==> src/rtl/wb_arbiter.sv <==
// Writeback stage: merges ALU and load-unit results into an in-order FIFO
// that drains one entry per cycle into the register bank's single write port.
module wb_arbiter #(
    parameter int WIDTH        = 32,
    parameter int REG_SEL      = 5,
    parameter int PRED_REG_SEL = 3,
    parameter int DEPTH        = 4
) (
    input  logic                     clk,
    input  logic                     reset,

    input  logic                     alu_valid,
    output logic                     alu_ready,
    input  logic [REG_SEL-1:0]       alu_addr,
    input  logic                     alu_sel,
    input  logic [WIDTH-1:0]         alu_data,

    input  logic                     mem_valid,
    output logic                     mem_ready,
    input  logic [REG_SEL-1:0]       mem_addr,
    input  logic                     mem_sel,
    input  logic [WIDTH-1:0]         mem_data,

    output logic                     write_enable,
    output logic [REG_SEL-1:0]       addr_z,
    output logic                     z_regbank_sel,
    output logic [WIDTH-1:0]         data_z,

    input  logic [REG_SEL-1:0]       hz_addr,
    input  logic                     hz_sel,
    output logic                     hz_pending,

    output logic [$clog2(DEPTH):0]   count
);

    localparam int   PW     = $clog2(DEPTH);
    localparam int   CW     = PW + 1;
    localparam logic P_REGS = 1'b1;

    typedef enum logic {
        RR_ALU = 1'b0,
        RR_MEM = 1'b1
    } rr_e;

    logic [REG_SEL-1:0] addr_mem [DEPTH];
    logic               sel_mem  [DEPTH];
    logic [WIDTH-1:0]   data_mem [DEPTH];

    logic [PW-1:0] rd_ptr_q, rd_ptr_d;
    logic [PW-1:0] wr_ptr_q, wr_ptr_d;
    logic [PW-1:0] mem_wr_idx;
    logic [CW-1:0] count_q, count_d;
    logic [CW-1:0] space;
    rr_e           rr_q, rr_d;
    logic          pop, push_alu, push_mem, contested;

    // The bank never stalls, so the head leaves on every edge the FIFO is
    // non-empty; that departing slot is reusable by this cycle's pushes.
    always_comb begin
        // NOTE: every output of a combinational block gets a value on every
        // path (defaults first), otherwise synthesis infers a latch.
        alu_ready = 1'b1;
        mem_ready = 1'b1;
        rr_d      = rr_q;

        pop       = (count_q != '0);
        space     = CW'(DEPTH) - count_q + CW'(pop);
        contested = alu_valid && mem_valid && (space == CW'(1));

        if (space < CW'(2)) begin
            alu_ready = !mem_valid || (rr_q == RR_ALU);
            mem_ready = !alu_valid || (rr_q == RR_MEM);
        end

        push_alu   = alu_valid && alu_ready;
        push_mem   = mem_valid && mem_ready;
        mem_wr_idx = wr_ptr_q + PW'(push_alu);
        wr_ptr_d   = mem_wr_idx + PW'(push_mem);
        rd_ptr_d   = rd_ptr_q + PW'(pop);
        count_d    = count_q + CW'(push_alu) + CW'(push_mem) - CW'(pop);

        if (contested) begin
            rr_d = (rr_q == RR_ALU) ? RR_MEM : RR_ALU;
        end
    end

    always_ff @(posedge clk or negedge reset) begin
        // NOTE: state registers use non-blocking assignments so every flop
        // samples pre-edge values regardless of statement order.
        if (!reset) begin
            rd_ptr_q <= '0;
            wr_ptr_q <= '0;
            count_q  <= '0;
            rr_q     <= RR_ALU;
        end else begin
            rd_ptr_q <= rd_ptr_d;
            wr_ptr_q <= wr_ptr_d;
            count_q  <= count_d;
            rr_q     <= rr_d;
        end
    end

    // NOTE: the storage array has no reset; occupancy is tracked by count_q
    // and every read of the array is qualified by it.
    always_ff @(posedge clk) begin
        if (push_alu) begin
            addr_mem[wr_ptr_q] <= alu_addr;
            sel_mem[wr_ptr_q]  <= alu_sel;
            data_mem[wr_ptr_q] <= alu_data;
        end
        if (push_mem) begin
            addr_mem[mem_wr_idx] <= mem_addr;
            sel_mem[mem_wr_idx]  <= mem_sel;
            data_mem[mem_wr_idx] <= mem_data;
        end
    end

    always_comb begin
        write_enable  = pop;
        addr_z        = '0;
        z_regbank_sel = 1'b0;
        data_z        = '0;
        if (pop) begin
            addr_z        = addr_mem[rd_ptr_q];
            z_regbank_sel = sel_mem[rd_ptr_q];
            data_z        = data_mem[rd_ptr_q];
        end
    end

    // A slot is live when its distance from the head is below the occupancy;
    // predicate registers only decode the low PRED_REG_SEL address bits.
    always_comb begin
        hz_pending = 1'b0;
        for (int i = 0; i < DEPTH; i++) begin
            if (({1'b0, (PW'(i) - rd_ptr_q)} < count_q) && (sel_mem[i] == hz_sel)) begin
                if (hz_sel == P_REGS) begin
                    if (addr_mem[i][PRED_REG_SEL-1:0] == hz_addr[PRED_REG_SEL-1:0]) begin
                        hz_pending = 1'b1;
                    end
                end else if (addr_mem[i] == hz_addr) begin
                    hz_pending = 1'b1;
                end
            end
        end
    end

    assign count = count_q;

endmodule
==> config.mk <==
export PLATFORM = sky130hd
export DESIGN_NAME = wb_arbiter
export DESIGN_NICKNAME = d
export VERILOG_FILES = /design/src/rtl/wb_arbiter.sv
export SDC_FILE = /design/constraint.sdc
export NUM_CORES = 1
export LEC_CHECK = 0
export BUFFER_PORTS_ARGS = -buffer_cell sky130_fd_sc_hd__buf_2
export CAP_MARGIN = 15
export CORE_MARGIN = 5
export CORE_UTILIZATION = 50
export CTS_CLUSTER_DIAMETER = 200
export DETAILED_ROUTE_END_ITERATION = 8
export GPL_ROUTABILITY_DRIVEN = 0
export PLACE_DENSITY = 0.72
export SYNTH_ARGS = -nofsm -noshare
export SYNTH_HDL_FRONTEND = slang
export SYNTH_SLANG_ARGS = --single-unit
==> constraint.sdc <==
create_clock -name clk -period 8.7 [get_ports clk]
set_clock_uncertainty 0.1 [all_clocks]
set_input_delay 0 -clock clk [delete_from_list [all_inputs] [get_ports clk]]
set_output_delay 0 -clock clk [all_outputs]
set_load 0.05 [all_outputs]
# Word-level counts from Yosys, hierarchy flattened

Memory sizes are Yosys's and may differ from the RTL's.
Index checks and enable logic that the tools add are counted.

Register bits: 8
RAM bits: 152
Output and inout port bits: 45
Word-level logic and storage cells: 77
Memories kept: 3

Add/subtract/negate cells: 12
Magnitude comparators: 5
Equality and inequality tests: 13
Mux-type cells: 26
Bitwise logic cells: 1
Reduce and logical (&&, ||, !) cells: 13

Memories:

| memory   | depth | bits a word | rd ports | clocked after memory_dff | wr ports | RTL line | source |
|---|---|---|---|---|---|---|---|
| data_mem | 4     | 32          | 1        | 0                        | 2        | 47       | `logic [WIDTH-1:0] data_mem [DEPTH];` |
| addr_mem | 4     | 5           | 5        | 0                        | 2        | 45       | `logic [REG_SEL-1:0] addr_mem [DEPTH];` |
| sel_mem  | 4     | 1           | 5        | 0                        | 2        | 46       | `logic sel_mem [DEPTH];` |

Operators by type and width:

| operator              | number |
|---|---|
| $mux W32              | 1 |
| $mux W1               | 24 |
| $eq A5 B5 Y1          | 4 |
| $eq A3 B3 Y1          | 4 |
| $lt A2 B3 Y1          | 4 |
| $add A3 B1 Y3         | 3 |
| $logic_and A1 B1 Y1   | 8 |
| $add A2 B1 Y2         | 3 |
| $mux W5               | 1 |
| $eq A1 B1 Y1          | 4 |
| $sub A1 B2 Y2 const A | 2 |
| $sub A2 B2 Y2 const A | 2 |
| $eq A3 B1 Y1 const B  | 1 |
| $lt A3 B2 Y1 const B  | 1 |
| $reduce_bool A3 Y1    | 1 |
| $sub A3 B1 Y3         | 1 |
| $sub A3 B3 Y3 const A | 1 |
| $logic_not A1 Y1      | 2 |
| $logic_or A1 B1 Y1    | 2 |
| $not A1 Y1            | 1 |

# Logic depth before layout (Yosys ltp)

Gate-level depths: netlist (run 1).

Word-level depth: 13
Gate-level depth with buffers: 15
Mapped depth without buffers: 12

# Worst setup path before layout (run 1)

Ideal clock, no wire load.

Path kind: register -> register
From: register count_q[2], in the netlist count[2]
To: memory addr_mem[1][0] (enable)
Arrival time: 4925 ps
Data required time: 8114 ps
Setup slack: 3190 ps
Cell stages (with the launch flop): 16
Period minus slack after synthesis: 5510 ps
Cells stage by stage: dfrtp_1 > buf_6 > nor3_1 > clkbuf_1 > ha_1 > inv_1 > ha_1 > xor2_2 > o41ai_1 > inv_1 > ha_1 > xnor2_1 > nand3_1 > buf_4 > buf_6 > o21ai_0

RTL lines:

| what                   | RTL line | source |
|---|---|---|
| from (decl)            | 52       | `logic [CW-1:0] count_q, count_d;` |
| from (signal assigned) | 98       | `count_q <= count_d;` |
| to (decl)              | 45       |  |

==> impl_metrics.csv, run 1 <==
group,metric,value,unit
timing,slew_headroom,0.2214,
detailed_routing,first_pass_iters,4,
power_and_ir_drop,p_clk_frac,0.154,
worst_setup_path,crit_chain,"nor3_2, ha_1, inv_1, ha_1, xor2_2, o41ai_1, buf_4, inv_1, ha_1, nor3_4, buf_4, a21o_2",
timing,setup_slack,4.194,ns
synth,synth_cell_types,39,
detailed_routing,dr.first_iter.drc_count,263,
cts,cts_tree,"done",
cts,cts_resized,0,
timing,drv_slew,0,
grt,grt_usage,0.2115,
worst_setup_path,worst_ep_arrival_time,4.44,ns
layout,syn2layout_area_growth,29.95,%
worst_setup_path,cp_common_cell,"ha_1",
layout,drive_gt1_frac,0.4633,
cts,clkLatencyLatePin,0.42,ns
synth,yosys-top-cells-area,"edfxtp_1 53%, mux2_2 17%, mux4_2 9.9%",
synth,yosysWarnings,0,
timing,tightest_slew,1.168,ns
place,post-place-ws,4.134,ns
floorplan,die_w,141.2,um
power_and_ir_drop,p_leak,4.195,nW
power_and_ir_drop,power_frac_comb,0.512,
synth,syn-num-nets,618,
status,status,"completed",
timing,post-route-period-util,0.5179,
synth,synth_seq_cells,160,
place,port_buffers,130,
detailed_routing,wl,20450,um
floorplan,core-area,17120,um^2
worst_setup_path,r2r-end,"data_mem[2][6]",
layout,num-nets-final,863,
grt,grt_max_degree,44,
power_and_ir_drop,total_power,4.476,mW
worst_setup_path,rrSetupSlack,4.19,ns
layout,fillers,1253,
synth,syn_inst,520,
synth,yosysSeqAreaShare,0.5538,
cts,clockBufferDepth,2,
detailed_routing,vias,5457,
power_and_ir_drop,power.internal,2.573,mW
detailed_routing,routed_via_density,5.446,
timing,rsz0062_at_grt,"false",
cts,clk_pin_slew,0.06,ns
worst_setup_path,timing.rr.start,"count[2]",
place,dp_hpwl,11720,um
hold_path,min_to,"data_mem[2][14]",
power_and_ir_drop,pwr-share-seq,0.334,
synth,synth_top_cell_area_share,0.5305,
detailed_routing,ant_nets,0,
synth,syn-cell-area,8603,um^2
floorplan,dieArea,19930,um^2
job,max_cap_violations,0,
floorplan,start_util,0.5026,
layout,fin_util,0.6531,
hold_path,worstHoldPathType,"in2reg",
cts,root_buffer,"clkbuf_16",
hold_path,hp-start,"alu_data[14]",
power_and_ir_drop,p_switching,1.903,mW
floorplan,die_h,141.2,um
worst_setup_path,worstSetupStartpointType,"flop",
cts,cts_setup_buffers,0,
grt,overflow,0,
worst_setup_path,worstPathMaxFanout,39,
floorplan,boundaryPins,131,
worst_setup_path,cpMaxStageDelayCell,"a21o_2",
layout,n_antenna_cell,0,
synth,yosysTopAreaCell,"edfxtp_1",
timing,hold_ws,0.3565,ns
timing,timing.fmax,221.9,MHz
power_and_ir_drop,vdd_drop_max,0.0002549,V
synth,async_flop_share,0.05000,
floorplan,row_count,48,
cts,numCtsBuffers,17,
detailed_routing,drc_errors,0,
grt,grt_pass1_vias,5997,
synth,synth_ff_type,"edfxtp_1",
power_and_ir_drop,p_per_area,400.4,nW/um^2
worst_setup_path,cp.required,8.63,ns
worst_setup_path,end_kind,"flop",
timing,finalSetupViolations,0,
cts,htree_levels,4,
worst_setup_path,crit_type,"reg2reg",
grt,grt_first_pass_wirelength,32220,um
synth,syn_avg_cell_area,16.54,um^2
worst_setup_path,critPathMaxStageDelay,0.91,ns
grt,antenna_found_initial,0,
hold_path,holdPathStages,3,
power_and_ir_drop,p_sw_frac,0.4252,
timing,hold_viol_final,0,
cts,clock_sinks,160,
worst_setup_path,reg2reg_depth,12,
timing,fin_crit,4.506,ns
synth,synth_edf_count,152,
timing,fin_tns_setup,0,ns
detailed_routing,wl_per_cell,20.41,um
sequential cells by signal, indices dropped and copies added, names as in the netlist:
| register | cells |
|---|---|
| addr_mem | 20 |
| count | 3 |
| data_mem | 128 |
| rd_ptr_q | 2 |
| rr_q | 1 |
| sel_mem | 4 |
| wr_ptr_q | 2 |
cell families (layout without fill, tap and decap cells):
group | Yosys count | count (layout) | share of synthesized area
AOI/OAI and AO/OA | 17 | 17 | 0.01484
xor gates and xnor gates | 29 | 29 | 0.03040
adders and majority gates | 12 | 12 | 0.01920
buffers and inverters | 45 | 302 | 0.02909
DFF | 160 | 160 | 0.5538
muxes | 190 | 190 | 0.3063
and+or+nand+nor | 67 | 67 | 0.04640
placed cells by master (no fill, tap or decap), drive strengths merged, types with 4 or more instances in the layout:
cell         instances
buf                138
nor3                 8
a21oi                4
xnor2                5
clkbuf              19
xor2                24
dlygate4sd3        119
inv                 13
ha                  10
or2                  4
mux4                38
edfxtp             152
dfrtp                8
o211ai               4
nand3                4
nand2                5
nor2b               38
mux2               152
clkinv              11
final cells by class:
type | instances | area [um^2] | share of cell area
Tap cell | 225 | 281.5 | 0.02518
Clock buffer | 19 | 432.9 | 0.03872
Inverter | 14 | 53.80 | 0.004813
Sequential cell | 160 | 4770 | 0.4266
Multi-Input combinational cell | 315 | 3640 | 0.3256
Timing Repair Buffer | 257 | 1902 | 0.1701
Clock inverter | 12 | 100.1 | 0.008954
through the flow:
step	instances	cell area, um^2
finish	1002	11180
global route	1002	11180
CTS	1002	11180
detailed placement	852	9455
global placement	852	9455
floorplan	520	8603
synth_stat cells (all sizes together) (2+ instances only):
library cell and n:
nor2 2, o31ai 3, inv 13, o211ai 4, or2 4, nor2b 38
fa 2, nand2 5, mux4 38, a21oi 4, mux2 152, xor2 24
nor3 8, buf 25, clkbuf 6, edfxtp 152, ha 10, nand2b 2
o21ai 2, nand3 4, dfrtp 8, xnor2 5
timing repair:
item	CTS	global route
endpoints found under the hold margin	162	0
setup endpoints to repair	0	0
hold buffers	119	0
routing by layer:
layer	wire (um)	global-route usage	up-vias
met2	10490	0.3622	175
met1	8219	0.2623	2729
met3	1346	0.04783	34
li1	-	-	2519
met5	0	0	-
met4	394	0.08057	0
worst max-delay path by stage:
stage / startpoint / end / slack [ns] / depth (start not counted)
after global placement: count[2] / data_mem[0][25] / 4.20 / 12
final: count[2] / data_mem[2][6] / 4.19 / 12
after detailed placement: count[2] / data_mem[0][11] / 4.13 / 12
after floorplan: count[2] / addr_mem[1][0] / 3.19 / 15
after CTS: count[2] / data_mem[0][13] / 4.11 / 12
after global routing: count[2] / data_mem[0][24] / 3.80 / 12
critical path: cells and delay by family (launching register included):
| family | cells | cell delay (ns) |
|---|---|---|
| AOI/OAI and AO/OA | 2 | 1.17 |
| and+or+nand+nor | 2 | 0.45 |
| xor gates and xnor gates | 1 | 0.20 |
| buffers and inverters | 4 | 0.90 |
| DFF | 1 | 0.49 |
| adders and majority gates | 3 | 0.78 |
power groups by stage:
stage,Clock (mW),Combinational (mW),Sequential (mW)
finish,0.688,2.29,1.50
global route,0.729,2.43,1.54
CTS,0.697,2.32,1.51
detailed placement,0,2.22,1.52
global placement,0,2.19,1.50
floorplan,0,1.78,1.41
Power figures use the tool's default switching activity.
==> run 2: changes to the inputs <==
==> constraint.sdc (replaced) <==
create_clock -name clk -period 4.31 [get_ports clk]
set_clock_uncertainty 0.1 [all_clocks]
set_input_delay 0 -clock clk [delete_from_list [all_inputs] [get_ports clk]]
set_output_delay 0 -clock clk [all_outputs]
set_load 0.05 [all_outputs]
==> run 2 against run 1 <==
  * Maximum frequency rose by 11%
  * First-iteration DRC count rose by 49%
  * Count of clock-buffer cells in the layout rose by 2
  * Global-route usage fell by 0.29 points
  * Worst hold slack got worse by 0.31 ns
  * Core utilization rose by 0.61 points
  * Critical path depth fell by 1
  * Setup slack got worse by 3.9 ns
  * Register-to-register slack got worse by 3.9 ns
  * Sequential share of layout area fell by 0.40 points
  * Critical endpoint is now data_mem[2][13]
  * Largest power group unchanged
==> impl_metrics.csv, run 2 (synthesis results as in run 1) <==
group,metric,value,unit
place,dp_hpwl,12340,um
hold_path,holdPathStages,4,
grt,grt_pass1_vias,5931,
place,post-place-cells,859,
power_and_ir_drop,pwr-share-seq,0.320,
layout,drive_gt1_frac,0.4832,
worst_setup_path,cp.buffers_inverters,4,
detailed_routing,dr.first_iter.drc_count,392,
power_and_ir_drop,power.internal,5.370,mW
worst_setup_path,end_kind,"flop",
worst_setup_path,crit_type,"reg2reg",
floorplan,row_count,48,
grt,overflow,0,
place,port_buffers,130,
layout,largest_reg_flops,128,
layout,largestRegisters,"data_mem x128, addr_mem x20, sel_mem x4",
layout,mostFrequentLayoutCells,"152 x edfxtp_1, 130 x buf_2, 128 x mux2_2, 110 x dlygate4sd3_1",
power_and_ir_drop,p_sw_frac,0.4197,
timing,rsz0062_at_grt,"false",
worst_setup_path,cpMaxStageDelayCell,"dlygate4sd3_1",
power_and_ir_drop,p_per_area,820.1,nW/um^2
power_and_ir_drop,p_switching,3.884,mW
detailed_routing,first_pass_iters,5,
hold_path,worstHoldPathType,"in2reg",
layout,fillers,1209,
worst_setup_path,startpoint,"count[2]",
hold_path,hp-start,"alu_valid",
detailed_routing,routed_via_density,5.459,
worst_setup_path,reg2reg_depth,11,
timing,drv_slew,0,
detailed_routing,vias,5464,
layout,final_common_cell,"edfxtp_1",
status,status,"completed",
detailed_routing,wl_per_cell,20.08,um
grt,grt_max_degree,44,
cts,htree_levels,4,
timing,post-route-period-util,0.9406,
cts,root_buffer,"clkbuf_16",
timing,slew_headroom,0.4098,
floorplan,start_util,0.5026,
grt,grt_first_pass_wirelength,32060,um
cts,clk_pin_slew,0.06,ns
detailed_routing,wl,20100,um
layout,n_antenna_cell,0,
detailed_routing,ant_nets,0,
worst_setup_path,worstPathMaxFanout,21,
worst_setup_path,worstSetupStartpointType,"flop",
worst_setup_path,critPathMaxStageDelay,0.56,ns
cts,numCtsBuffers,17,
power_and_ir_drop,vdd_drop_max,0.0005111,V
cts,clkLatencyLatePin,0.42,ns
floorplan,core-area,17120,um^2
grt,antenna_found_initial,0,
floorplan,die_h,141.2,um
worst_setup_path,cp_common_cell,"ha_1",
power_and_ir_drop,p_clk_frac,0.169,
worst_setup_path,timing.rr.start,"count[2]",
timing,timing.fmax,246.7,MHz
worst_setup_path,cp.required,4.38,ns
timing,fin_crit,4.054,ns
cts,clockBufferDepth,2,
floorplan,dieArea,19930,um^2
power_and_ir_drop,power_frac_comb,0.511,
floorplan,boundaryPins,131,
layout,syn2layout_area_growth,31.17,%
timing,finalSetupViolations,0,
layout,num-nets-final,861,
grt,grt_usage,0.2086,
cts,cts_tree,"done",
layout,layoutNonFillerInstCount,1001,
detailed_routing,drc_errors,0,
floorplan,die_w,141.2,um
worst_setup_path,critical_path_depth,11,
timing,hold_viol_final,0,
worst_setup_path,worst_ep_arrival_time,4.12,ns
layout,regMostFlops,"data_mem",
worst_setup_path,critical_path.top_delay_family,"buffers and inverters",
worst_setup_path,crit_chain,"nor3_2, ha_1, inv_1, ha_1, o41ai_4, inv_1, ha_1, nor3_4, buf_6, mux2_2, dlygate4sd3_1",
timing,fin_tns_setup,0,ns
cts,clock_sinks,160,
power_and_ir_drop,total_power,9.255,mW
timing,tightest_slew,0.8819,ns
job,max_cap_violations,0,
power_and_ir_drop,p_leak,4.246,nW
run 2: worst register-to-register path: stages, from the launching register on:
cell	delay, ns
dfrtp_1	0.49
nor3_2	0.24
ha_1	0.18
inv_1	0.04
ha_1	0.33
o41ai_4	0.38
inv_1	0.08
ha_1	0.42
nor3_4	0.29
buf_6	0.30
mux2_2	0.39
dlygate4sd3_1	0.56
run 2: what timing repair did:
action                                  4_1_cts  5_1_grt
endpoints found under the setup margin        0        6
buffers inserted                              0        0
hold buffers                                110        0
endpoints found under the hold margin       162        0
resized for setup                             0        3
run 2: per-layer routing:
| metal | global-route usage | vias to the layer above | part of all wire |
|---|---|---|---|
| li1 | - | 2516 | - |
| met1 | 0.2638 | 2763 | 0.41 |
| met2 | 0.3652 | 160 | 0.52 |
| met3 | 0.03867 | 25 | 0.047 |
| met4 | 0.06425 | 0 | 0.018 |
| met5 | 0 | - | 0 |
run 2: path summary, 6_finish.rpt:
kind | end | slack (ns)
worst max-delay path | data_mem[2][13] | 0.26
worst min-delay path | wr_ptr_q[0] | 0.05
worst max register to register | data_mem[2][13] | 0.26
worst min register to register | rr_q | 0.45
max in group asynchronous | rd_ptr_q[0] | 3.28
min in group asynchronous | rd_ptr_q[0] | 0.48
run 2: final cells by class:
| cell class | instances | area (um^2) | area share |
|---|---|---|---|
| clock buffers | 21 | 440.4 | 0.03903 |
| flip-flops and latches | 160 | 4770 | 0.4227 |
| repair buffers | 255 | 1893 | 0.1678 |
| clock inverters | 11 | 163.9 | 0.01452 |
| inverters | 14 | 53.80 | 0.004768 |
| well taps | 225 | 281.5 | 0.02495 |
| multi-input cells | 315 | 3682 | 0.3263 |
run 2: stage by stage:
step	area, um^2	hold WS, ns	util	setup slack, ns
CTS	11270	0.02197	0.6582	0.1408
global route	11280	0.05255	0.6593	0.08581
floorplan	8656	-0.3956	-	0.02608
finish	11280	0.04807	0.6593	0.2559
detailed placement	9560	-0.2351	0.5586	0.4595
global placement	9560	-0.2386	0.5586	0.5955
run 2: power by group through the flow:
stage | logic [mW] | clock network (mW) | registers (mW)
after floorplan | 3.63 | 0 | 2.79
after global placement | 4.54 | 0 | 2.97
after detailed placement | 4.59 | 0 | 3.01
after CTS | 4.76 | 1.58 | 2.98
after global routing | 5.02 | 1.65 | 3.05
final | 4.73 | 1.56 | 2.96
==> run 3: changes to the inputs <==
--- a/config.mk
+++ b/config.mk
@@ -12,6 +12,7 @@
 export CTS_CLUSTER_DIAMETER = 200
 export DETAILED_ROUTE_END_ITERATION = 8
 export GPL_ROUTABILITY_DRIVEN = 0
+export HOLD_SLACK_MARGIN = 0.06
 export PLACE_DENSITY = 0.72
 export SYNTH_ARGS = -nofsm -noshare
 export SYNTH_HDL_FRONTEND = slang
==> run 3 against run 2 <==
  * Combinational power hardly changed
  * Core utilization is 0.058 points higher
  * Via count is 0.60% higher
  * Global-route usage hardly changed
  * Clock power hardly changed
  * Power hardly changed
  * Sequential power hardly changed
  * Critical path depth stayed put
  * First-iteration DRC count is 15% lower
  * Die area stayed put
  * Cell count hardly changed
  * Largest power group unchanged
  * Highest routed layer unchanged
==> impl_metrics.csv, run 3 (synthesis results as in run 1) <==
group,metric,value,unit
worst_setup_path,cp.required,4.38,ns
floorplan,die_h,141.2,um
layout,n_antenna_cell,0,
cts,clkLatencyLatePin,0.42,ns
place,post-place-cells,859,
timing,post-route-period-util,0.9407,
grt,grt_use_met3,0.03833,
cts,cts_setup_buffers,0,
worst_setup_path,startpoint,"count[2]",
worst_setup_path,end_kind,"flop",
grt,overflow,0,
worst_setup_path,reg2reg_depth,11,
power_and_ir_drop,total_power,9.263,mW
grt,grt_busiest_layer,"met2",
power_and_ir_drop,vdd_drop_max,0.0005157,V
status,status,"completed",
cts,clk_pin_slew,0.06,ns
detailed_routing,dr.first_iter.drc_count,332,
timing,finalSetupViolations,0,
grt,antenna_found_initial,0,
timing,hold_viol_final,0,
worst_setup_path,worstPathMaxFanout,15,
floorplan,boundaryPins,131,
floorplan,start_util,0.5026,
timing,fin_crit,4.054,ns
grt,grt_first_pass_wirelength,32060,um
job,max_cap_violations,0,
cts,clockBufferDepth,2,
worst_setup_path,critPathCapture,"data_mem[3][24]",
grt,grt_pass1_vias,5926,
worst_setup_path,rrSetupSlack,0.26,ns
detailed_routing,first_pass_iters,4,
grt,grt_usage,0.2086,
layout,regMostFlops,"data_mem",
layout,layoutNonFillerInstCount,1002,
timing,fin_tns_setup,0,ns
timing,rsz0062_at_grt,"false",
layout,fillers,1210,
power_and_ir_drop,p_leak,4.250,nW
timing,drv_slew,0,
layout,final_common_cell,"edfxtp_1",
worst_setup_path,worst_ep_arrival_time,4.12,ns
layout,drive_gt1_frac,0.4826,
timing,tightest_slew,0.9005,ns
grt,grt_use_met1,0.2638,
layout,largest_reg_flops,128,
cts,numCtsBuffers,17,
layout,mostFrequentLayoutCells,"152 x edfxtp_1, 130 x buf_2, 128 x mux2_2, 111 x dlygate4sd3_1",
detailed_routing,ant_nets,0,
detailed_routing,drc_errors,0,
timing,hold_ws,0.3560,ns
place,dp_hpwl,12340,um
layout,num-nets-final,862,
worst_setup_path,r2r-end,"data_mem[3][24]",
worst_setup_path,worstSetupStartpointType,"flop",
place,port_buffers,130,
floorplan,core-area,17120,um^2
floorplan,die_w,141.2,um
detailed_routing,routed_via_density,5.486,
power_and_ir_drop,p_per_area,820.1,nW/um^2
floorplan,dieArea,19930,um^2
cts,root_buffer,"clkbuf_16",
detailed_routing,vias,5497,
grt,use_met2,0.3662,
cts,clock_sinks,160,
hold_path,worstHoldPathType,"in2reg",
layout,regArea,4770,um^2
cts,htree_levels,4,
detailed_routing,wl,20190,um
cts,cts_tree,"done",
layout,syn2layout_area_growth,31.28,%
grt,grt_max_degree,44,
timing,timing.fmax,246.7,MHz
worst_setup_path,timing.rr.start,"count[2]",
floorplan,row_count,48,
layout,largestRegisters,"data_mem x128, addr_mem x20, sel_mem x4",
worst_setup_path,crit_type,"reg2reg",
timing,slew_headroom,0.3996,
layout,fin_util,0.6599,
detailed_routing,wl_per_cell,20.15,um
hold_path,holdPathStages,3,
layout,multi_input_area,3682,um^2
-- run 3: final cells by class --
type	instances	share of cell area
multi-input cells	315	0.3260
inverters	14	0.004763
clock buffers	21	0.03899
flip-flops and latches	160	0.4223
repair buffers	256	0.1685
clock inverters	11	0.01451
well taps	225	0.02493
-- run 3: per-layer routing --
| metal | up-vias | part of all wire |
|---|---|---|
| met4 | 0 | 0.011 |
| met3 | 19 | 0.047 |
| met5 | - | 0 |
| met1 | 2811 | 0.42 |
| li1 | 2516 | - |
| met2 | 151 | 0.52 |
-- run 3: what timing repair did --
item	CTS	global route
endpoints found under the setup margin	0	6
hold buffers	111	0
hold endpoints to repair	162	0
resized for setup	0	3
-- run 3: worst max-delay path, stage by stage, from the launching register on --
cell and delay (ns):
dfrtp_1 0.49, nor3_2 0.24, ha_1 0.18, inv_1 0.04, ha_1 0.33, o41ai_4 0.38
inv_1 0.08, ha_1 0.24, xor2_1 0.40, nand3_4 0.32, mux2_1 0.42, dlygate4sd3_1 0.57
-- run 3: power breakdown --
part | switching (mW) | internal (mW)
Combinational | 2.91 | 1.82
Clock | 0.599 | 0.966
Sequential | 0.385 | 2.58
-- run 3: through the flow --
step | cell area (um^2) | setup slack (ns)
2_1_floorplan | 8656 | 0.02608
5_1_grt | 11290 | 0.08581
4_1_cts | 11280 | 0.1408
6_report | 11290 | 0.2558
3_5_place_dp | 9560 | 0.4595
3_3_place_gp | 9560 | 0.5955
-- run 3: worst min-delay path by stage --
stage / startpoint / end / slack, ns
floorplan: reset / count[0] / -0.40
global placement: reset / rd_ptr_q[0] / -0.24
detailed placement: reset / rd_ptr_q[0] / -0.24
CTS: mem_data[21] / data_mem[2][21] / 0.34
global route: alu_data[18] / data_mem[3][18] / 0.36
finish: alu_data[18] / data_mem[2][18] / 0.36
